File: config.mk
export PLATFORM = sky130hd
export DESIGN_NAME = mesh_ctrl
export DESIGN_NICKNAME = d
export VERILOG_FILES = /design/src/rtl/mesh_ctrl.sv
export SDC_FILE = /design/constraint.sdc
export NUM_CORES = 1
export LEC_CHECK = 0
export CAP_MARGIN = 20
export CELL_PAD_IN_SITES_DETAIL_PLACEMENT = 0
export CELL_PAD_IN_SITES_GLOBAL_PLACEMENT = 1
export CORE_ASPECT_RATIO = 0.9
export CORE_UTILIZATION = 44
export CTS_CLUSTER_DIAMETER = 150
export DETAILED_ROUTE_END_ITERATION = 8
export DONT_BUFFER_PORTS = 1
export GPL_TIMING_DRIVEN = 1
export PLACE_DENSITY_LB_ADDON = 0.1
export SLEW_MARGIN = 20
export SYNTH_ARGS = -nofsm -noshare
export SYNTH_HDL_FRONTEND = slang
export SYNTH_SLANG_ARGS = --single-unit
File: constraint.sdc
create_clock -name clk -period 3 [get_ports clk]
set_input_delay 0.45 -clock clk [delete_from_list [all_inputs] [get_ports clk]]
set_output_delay 0.45 -clock clk [all_outputs]
set_load 0.1 [all_outputs]
File: src/rtl/mesh_ctrl.sv
// mesh_ctrl: pass sequencer for the systolic matrix-vector mesh.
// Streams the source vector and matrix columns, produces skewed csels clear
// strobes, waits for the pipeline to drain, then writes node results into the
// opposite vector bank. Multiple passes ping-pong between the two banks.
module mesh_ctrl #(
  parameter int IDX_WIDTH_FOR_NODES = 6,
  parameter int NUM_NODES           = 2**IDX_WIDTH_FOR_NODES,
  parameter int ADDR_WIDTH          = 10,
  parameter int RD_LAT              = 1,
  parameter int NODE_LAT            = 3
) (
  input  logic                           clk,
  input  logic                           rstn,
  input  logic                           start,
  input  logic [ADDR_WIDTH-1:0]          cfg_len_m1,
  input  logic [7:0]                     cfg_iters,
  input  logic                           cfg_src,
  input  logic                           cfg_use_init,
  output logic                           busy,
  output logic                           done,
  output logic                           mbram_en,
  output logic [ADDR_WIDTH-1:0]          mbram_addr,
  output logic                           vbram0_en,
  output logic                           vbram0_we,
  output logic [ADDR_WIDTH-1:0]          vbram0_addr,
  output logic                           vbram1_en,
  output logic                           vbram1_we,
  output logic [ADDR_WIDTH-1:0]          vbram1_addr,
  output logic [1:0]                     asel,
  output logic [NUM_NODES-1:0]           csels,
  output logic [IDX_WIDTH_FOR_NODES-1:0] ressel,
  output logic [1:0]                     dinsel,
  output logic [7:0]                     cur_iter
);

  localparam int DRAIN_CYC = RD_LAT + NUM_NODES + NODE_LAT;
  localparam int DW        = $clog2(DRAIN_CYC + 1);
  localparam logic [DW-1:0]                  D_LAST  = DW'(DRAIN_CYC);
  localparam logic [IDX_WIDTH_FOR_NODES:0]   WB_LAST = (IDX_WIDTH_FOR_NODES+1)'(NUM_NODES);
  localparam logic [ADDR_WIDTH:0]            LEN_N   = (ADDR_WIDTH+1)'(NUM_NODES);

  typedef enum logic [1:0] {IDLE, STREAM, DRAIN, WB} state_t;

  state_t                       state;
  logic                         src_r;
  logic                         init_r;
  logic [7:0]                   iters_r;
  // one bit wider than the address so a full 2^ADDR_WIDTH stream does not wrap
  logic [ADDR_WIDTH:0]          len_r;
  logic [ADDR_WIDTH:0]          beat;
  logic [DW-1:0]                dcnt;
  logic [IDX_WIDTH_FOR_NODES:0] wcnt;
  logic [RD_LAT-1:0]            fb_pipe;

  logic                           more;
  logic                           iss;
  logic [ADDR_WIDTH-1:0]          iss_addr;
  logic                           iss_src;
  logic                           iss_init;
  logic                           wr;
  logic [IDX_WIDTH_FOR_NODES-1:0] wr_k;

  assign dinsel = 2'b00;
  assign more   = ({1'b0, cur_iter} + 9'd1) < {1'b0, iters_r};

  // Decide which stream beat / writeback slot the next cycle carries. Beat 0
  // is issued from IDLE (new command) or from the last WB cycle (next pass),
  // so the register stage below can present it with no gap.
  always_comb begin
    iss      = 1'b0;
    iss_addr = beat[ADDR_WIDTH-1:0];
    iss_src  = src_r;
    iss_init = init_r && (cur_iter == 8'd0);
    wr       = 1'b0;
    wr_k     = wcnt[IDX_WIDTH_FOR_NODES-1:0];
    case (state)
      IDLE: if (start) begin
        iss      = 1'b1;
        iss_addr = '0;
        iss_src  = cfg_src;
        iss_init = cfg_use_init;
      end
      STREAM: iss = (beat != len_r);
      DRAIN: if (dcnt == D_LAST) begin
        wr   = 1'b1;
        wr_k = '0;
      end
      WB: begin
        if (wcnt != WB_LAST) begin
          wr = 1'b1;
        end else if (more) begin
          iss      = 1'b1;
          iss_addr = '0;
          iss_src  = !src_r;
          iss_init = 1'b0;
        end
      end
      default: ;
    endcase
  end

  // Sequencer state plus every registered output.
  always_ff @(posedge clk or negedge rstn) begin
    if (!rstn) begin
      state       <= IDLE;
      src_r       <= 1'b0;
      init_r      <= 1'b0;
      iters_r     <= 8'd0;
      len_r       <= '0;
      beat        <= '0;
      dcnt        <= '0;
      wcnt        <= '0;
      fb_pipe     <= '0;
      busy        <= 1'b0;
      done        <= 1'b0;
      mbram_en    <= 1'b0;
      mbram_addr  <= '0;
      vbram0_en   <= 1'b0;
      vbram0_we   <= 1'b0;
      vbram0_addr <= '0;
      vbram1_en   <= 1'b0;
      vbram1_we   <= 1'b0;
      vbram1_addr <= '0;
      asel        <= 2'b00;
      csels       <= '0;
      ressel      <= '0;
      cur_iter    <= 8'd0;
    end else begin
      done      <= 1'b0;
      mbram_en  <= 1'b0;
      vbram0_en <= 1'b0;
      vbram0_we <= 1'b0;
      vbram1_en <= 1'b0;
      vbram1_we <= 1'b0;

      // read side: matrix column plus source vector element (unless init feeds the mesh)
      if (iss) begin
        mbram_en   <= 1'b1;
        mbram_addr <= iss_addr;
        asel       <= {iss_init, iss_src};
        if (!iss_src) begin
          vbram0_en   <= !iss_init;
          vbram0_addr <= iss_addr;
        end else begin
          vbram1_en   <= !iss_init;
          vbram1_addr <= iss_addr;
        end
      end

      // write side: destination is always the bank not being read this pass
      if (wr) begin
        ressel <= wr_k;
        if (src_r) begin
          vbram0_en   <= 1'b1;
          vbram0_we   <= 1'b1;
          vbram0_addr <= ADDR_WIDTH'(wr_k);
        end else begin
          vbram1_en   <= 1'b1;
          vbram1_we   <= 1'b1;
          vbram1_addr <= ADDR_WIDTH'(wr_k);
        end
      end

      // first-beat marker delayed by the BRAM latency, then skewed across nodes
      fb_pipe[0] <= iss && (state != STREAM);
      for (int i = 1; i < RD_LAT; i++) fb_pipe[i] <= fb_pipe[i-1];
      csels <= {csels[NUM_NODES-2:0], fb_pipe[RD_LAT-1]};

      case (state)
        IDLE: if (start) begin
          src_r    <= cfg_src;
          init_r   <= cfg_use_init;
          iters_r  <= (cfg_iters == 8'd0) ? 8'd1 : cfg_iters;
          len_r    <= {1'b0, cfg_len_m1} + {{ADDR_WIDTH{1'b0}}, 1'b1};
          cur_iter <= 8'd0;
          beat     <= {{ADDR_WIDTH{1'b0}}, 1'b1};
          busy     <= 1'b1;
          state    <= STREAM;
        end
        STREAM: begin
          if (beat == len_r) begin
            dcnt  <= DW'(1);
            state <= DRAIN;
          end else begin
            beat <= beat + 1'b1;
          end
        end
        DRAIN: begin
          if (dcnt == D_LAST) begin
            wcnt  <= (IDX_WIDTH_FOR_NODES+1)'(1);
            state <= WB;
          end else begin
            dcnt <= dcnt + 1'b1;
          end
        end
        WB: begin
          if (wcnt != WB_LAST) begin
            wcnt <= wcnt + 1'b1;
          end else if (more) begin
            cur_iter <= cur_iter + 8'd1;
            src_r    <= !src_r;
            len_r    <= LEN_N;
            beat     <= {{ADDR_WIDTH{1'b0}}, 1'b1};
            state    <= STREAM;
          end else begin
            busy  <= 1'b0;
            done  <= 1'b1;
            state <= IDLE;
          end
        end
        default: state <= IDLE;
      endcase
    end
  end

endmodule

==> impl_metrics.csv <==
group,metric,value,unit
timing,worstMarginPinSlew,0.956,ns
floorplan,core,15500,um^2
layout,finish.utilization,53.6,%
yosys,synth_edf_count,0,
clock_network,insertion_delay,0.43,ns
min_path,worstHoldPathType,"in -> async",
yosys,ys_seq_area_share,59.4,%
timing,maxSlewViolCount,0,
layout,syn_to_final_growth,18.7,%
placement,place_inst,883,
drt,dr.pass1.iters,5,
yosys,synth_top_area_share,59.4,%
yosys,ys_seq_elements,166,
layout,final_cell_mix,"dfrtp_1, nand2_1, buf_4",
clock_network,clk_pin_slew_worst_paths,0.07,ns
global_routing,grt_pass1_wl,27.8,mm
power,vdd.ir_drop.worst,0.350,mV
clock_network,tritoncts,"yes",
drt,vias,5020,
yosys,yosysTopAreaCell,"dfrtp_1",
job,maxCapViolCount,0,
power,p_leak,0.00399,uW
critical_path,arrival,3.38,ns
drt,wirelength,16.6,mm
timing,hold_viol,166,
drt,drtIter0Drc,295,
clock_network,cts_max_path_buffers,2,
timing,setup_viol_count_final,3,
status,status,"complete, but fails checks",
timing,slew_headroom,36.3,%
critical_path,critPathMaxFanout,13,
global_routing,first_global_vias,5205,
timing,fin_crit,3.02,ns
layout,layout.nets,744,
drt,viasPerCell,5.47,
layout,seqCellArea,4170,um^2
timing,fin_crit_sh,101,%
floorplan,die_area,16400,um^2
placement,place.detailed.hpwl,11.7,mm
critical_path,critPathCaptureType,"flip-flop",
yosys,synth_cell_type_count,59,
global_routing,grt_max_degree,167,
clock_network,cts_made_buffers,17,
yosys,async_reset_ff_share,100,%
clock_network,clock-sinks,166,
drt,ant_nets,0,
critical_path,path_class,"reg -> reg",
yosys,synthTopCellsByArea,"dfrtp_1, nand2_1, xor2_1",
layout,n_antenna_cell,0,
global_routing,overflow,0,
drt,routedWlPerCell,18.1,um
critical_path,critPathLaunchType,"flip-flop",
floorplan,die_y,122,um
yosys,yosys_most_used_dff,"dfrtp_1",
layout,final_common_cell,"dfrtp_1",
placement,gp_congestion,0.851,
floorplan,fp.dieW,135,um
status,failed_checks,"hold timing, setup timing",
critical_path,critPathRequiredTime,3.36,ns
power,p_per_area,536,nW/um^2
timing,max_freq,331,MHz
yosys,synthCells,656,
layout,finalNonFillerCells,917,
placement,portBuffers,0,
floorplan,num_rows,43,
timing,clock_skew,0.0107,ns
global_routing,grt_use_total,22.2,%
layout,fillerInstances,1403,
floorplan,ioPinCount,142,
layout,multi_input_area,2710,um^2
timing,rsz0062_at_grt,"true",
layout,drive_above_1_share,17.8,%
timing,setup_ws,-0.0189,ns
yosys,yosysWarnings,0,
critical_path,ff2ff_path_depth,13,
yosys,netlist_area,7000,um^2
layout,fin_area,8310,um^2
timing,hold_ws,-0.285,ns
placement,placed_area,7630,um^2
global_routing,antenna_found_initial,0,
floorplan,start_util,45.1,%
drt,drcViolationCount,0,
clock_network,h-tree-depth,4,
timing,finalSetupTns,-0.0402,ns
clock_network,cts-root-buf,"clkbuf_16",
yosys,synth.avg_cell_area,10.7,um^2
==> layer usage <==
layer	global-route usage [%]	wire length (um)	share of wire [%]	vias up
met3	6.37	1090	6.6	20
met5	0	0	0	-
met2	33.9	7600	46	156
li1	-	-	-	2366
met4	7.58	211	1.3	0
met1	30.3	7720	46	2478
==> cells in the mapped netlist (3+ instances only) <==
library cell	number
dfrtp_1	166
nand2_1	98
nor2_1	41
nand3_1	40
o21ai_0	40
xor2_1	30
nand4_1	26
a21oi_1	23
inv_1	22
ha_1	19
clkbuf_1	17
o211ai_1	13
o31ai_1	11
xnor2_1	11
and3_1	9
buf_2	8
a21boi_0	6
and2_1	5
nor3_1	5
nor4_1	5
and4_1	4
buf_4	4
nor2b_1	4
a21o_1	3
inv_2	3
o21a_1	3
or3_1	3
==> cells by family (layout without fill, tap and decap cells) <==
logic type               count (synthesis)  after routing  synth area share [%]
flip-flops                             166            166                  59.4
buffers and inverters                   56            114                  3.36
AND/OR/NAND/NOR                        255            255                  17.8
multiplexers                             3              3                 0.465
other                                    1              2                0.0536
XOR/XNOR                                41             41                  5.13
adder cells (fa/ha/maj)                 19             19                  3.40
AO/OA/AOI/OAI                          115            115                  10.4
==> critical path: stages (launching register included) <==
cell and delay, ns:
dfrtp_4 0.50, ha_4 0.17, and3_4 0.19, nand3_4 0.10
xnor2_2 0.11, ha_1 0.27, and3_4 0.17, nor2b_4 0.12
or4_4 0.46, o21ai_4 0.16, buf_12 0.15, nand3_2 0.09
or3_1 0.32, a21oi_1 0.13
==> power breakdown <==
part	internal [uW]	leakage, uW	total [uW]	switching, uW
Sequential	2240	0.00216	2240	0
Clock	1260	0.000280	2190	926
Combinational	7.97	0.00155	25.8	17.9
==> per-stage QoR <==
stage               setup slack, ns  total power, uW  hold WS (ns)
finish                      -0.0189             4450        -0.285
global route                 -0.127             4610        -0.314
detailed placement           -0.122             2310         0.158
CTS                         -0.0484             4520        -0.310
global placement            -0.0423             2310         0.158
floorplan                    -0.246             2310         0.154
==> worst paths after layout <==
kind                                    startpoint                       to  slack, ns
setup / recovery           cur_iter[1]$_DFFE_PN0P_      beat[7]$_DFFE_PN0P_      -0.02
hold / removal                                rstn      csels[53]$_DFF_PN0_      -0.29
setup reg to reg           cur_iter[1]$_DFFE_PN0P_      beat[7]$_DFFE_PN0P_      -0.02
hold reg to reg                  fb_pipe$_DFF_PN0_       csels[0]$_DFF_PN0_       0.37
max in group asynchronous                     rstn  cur_iter[5]$_DFFE_PN0P_       3.14
min in group clk                     cfg_len_m1[0]     len_r[0]$_DFFE_PN0P_       0.11
==> area by class of cell <==
type | instances | share of cell area, %
inverter | 26 | 1.21
clock inverter | 12 | 1.72
tap | 202 | 3.04
timing repair buffer | 56 | 5.80
clock buffer | 20 | 5.38
multi-input combinational | 435 | 32.6
sequential | 166 | 50.2
==> registers in the layout (all words and copies together) (netlist names), 6 cells and up <==
signal	flops
mbram_addr	10
beat	11
csels	64
ressel	6
wcnt	7
cur_iter	8
vbram1_addr	10
dcnt	7
len_r	11
iters_r	8
vbram0_addr	10
==> what timing repair did <==
action                                  CTS  global route
hold endpoints to repair                166           166
endpoints found under the setup margin   54            64
pin swaps                                 3             3
setup buffers                             2             0
gates resized for setup                   8             9
(Power assumes the default switching activity.)
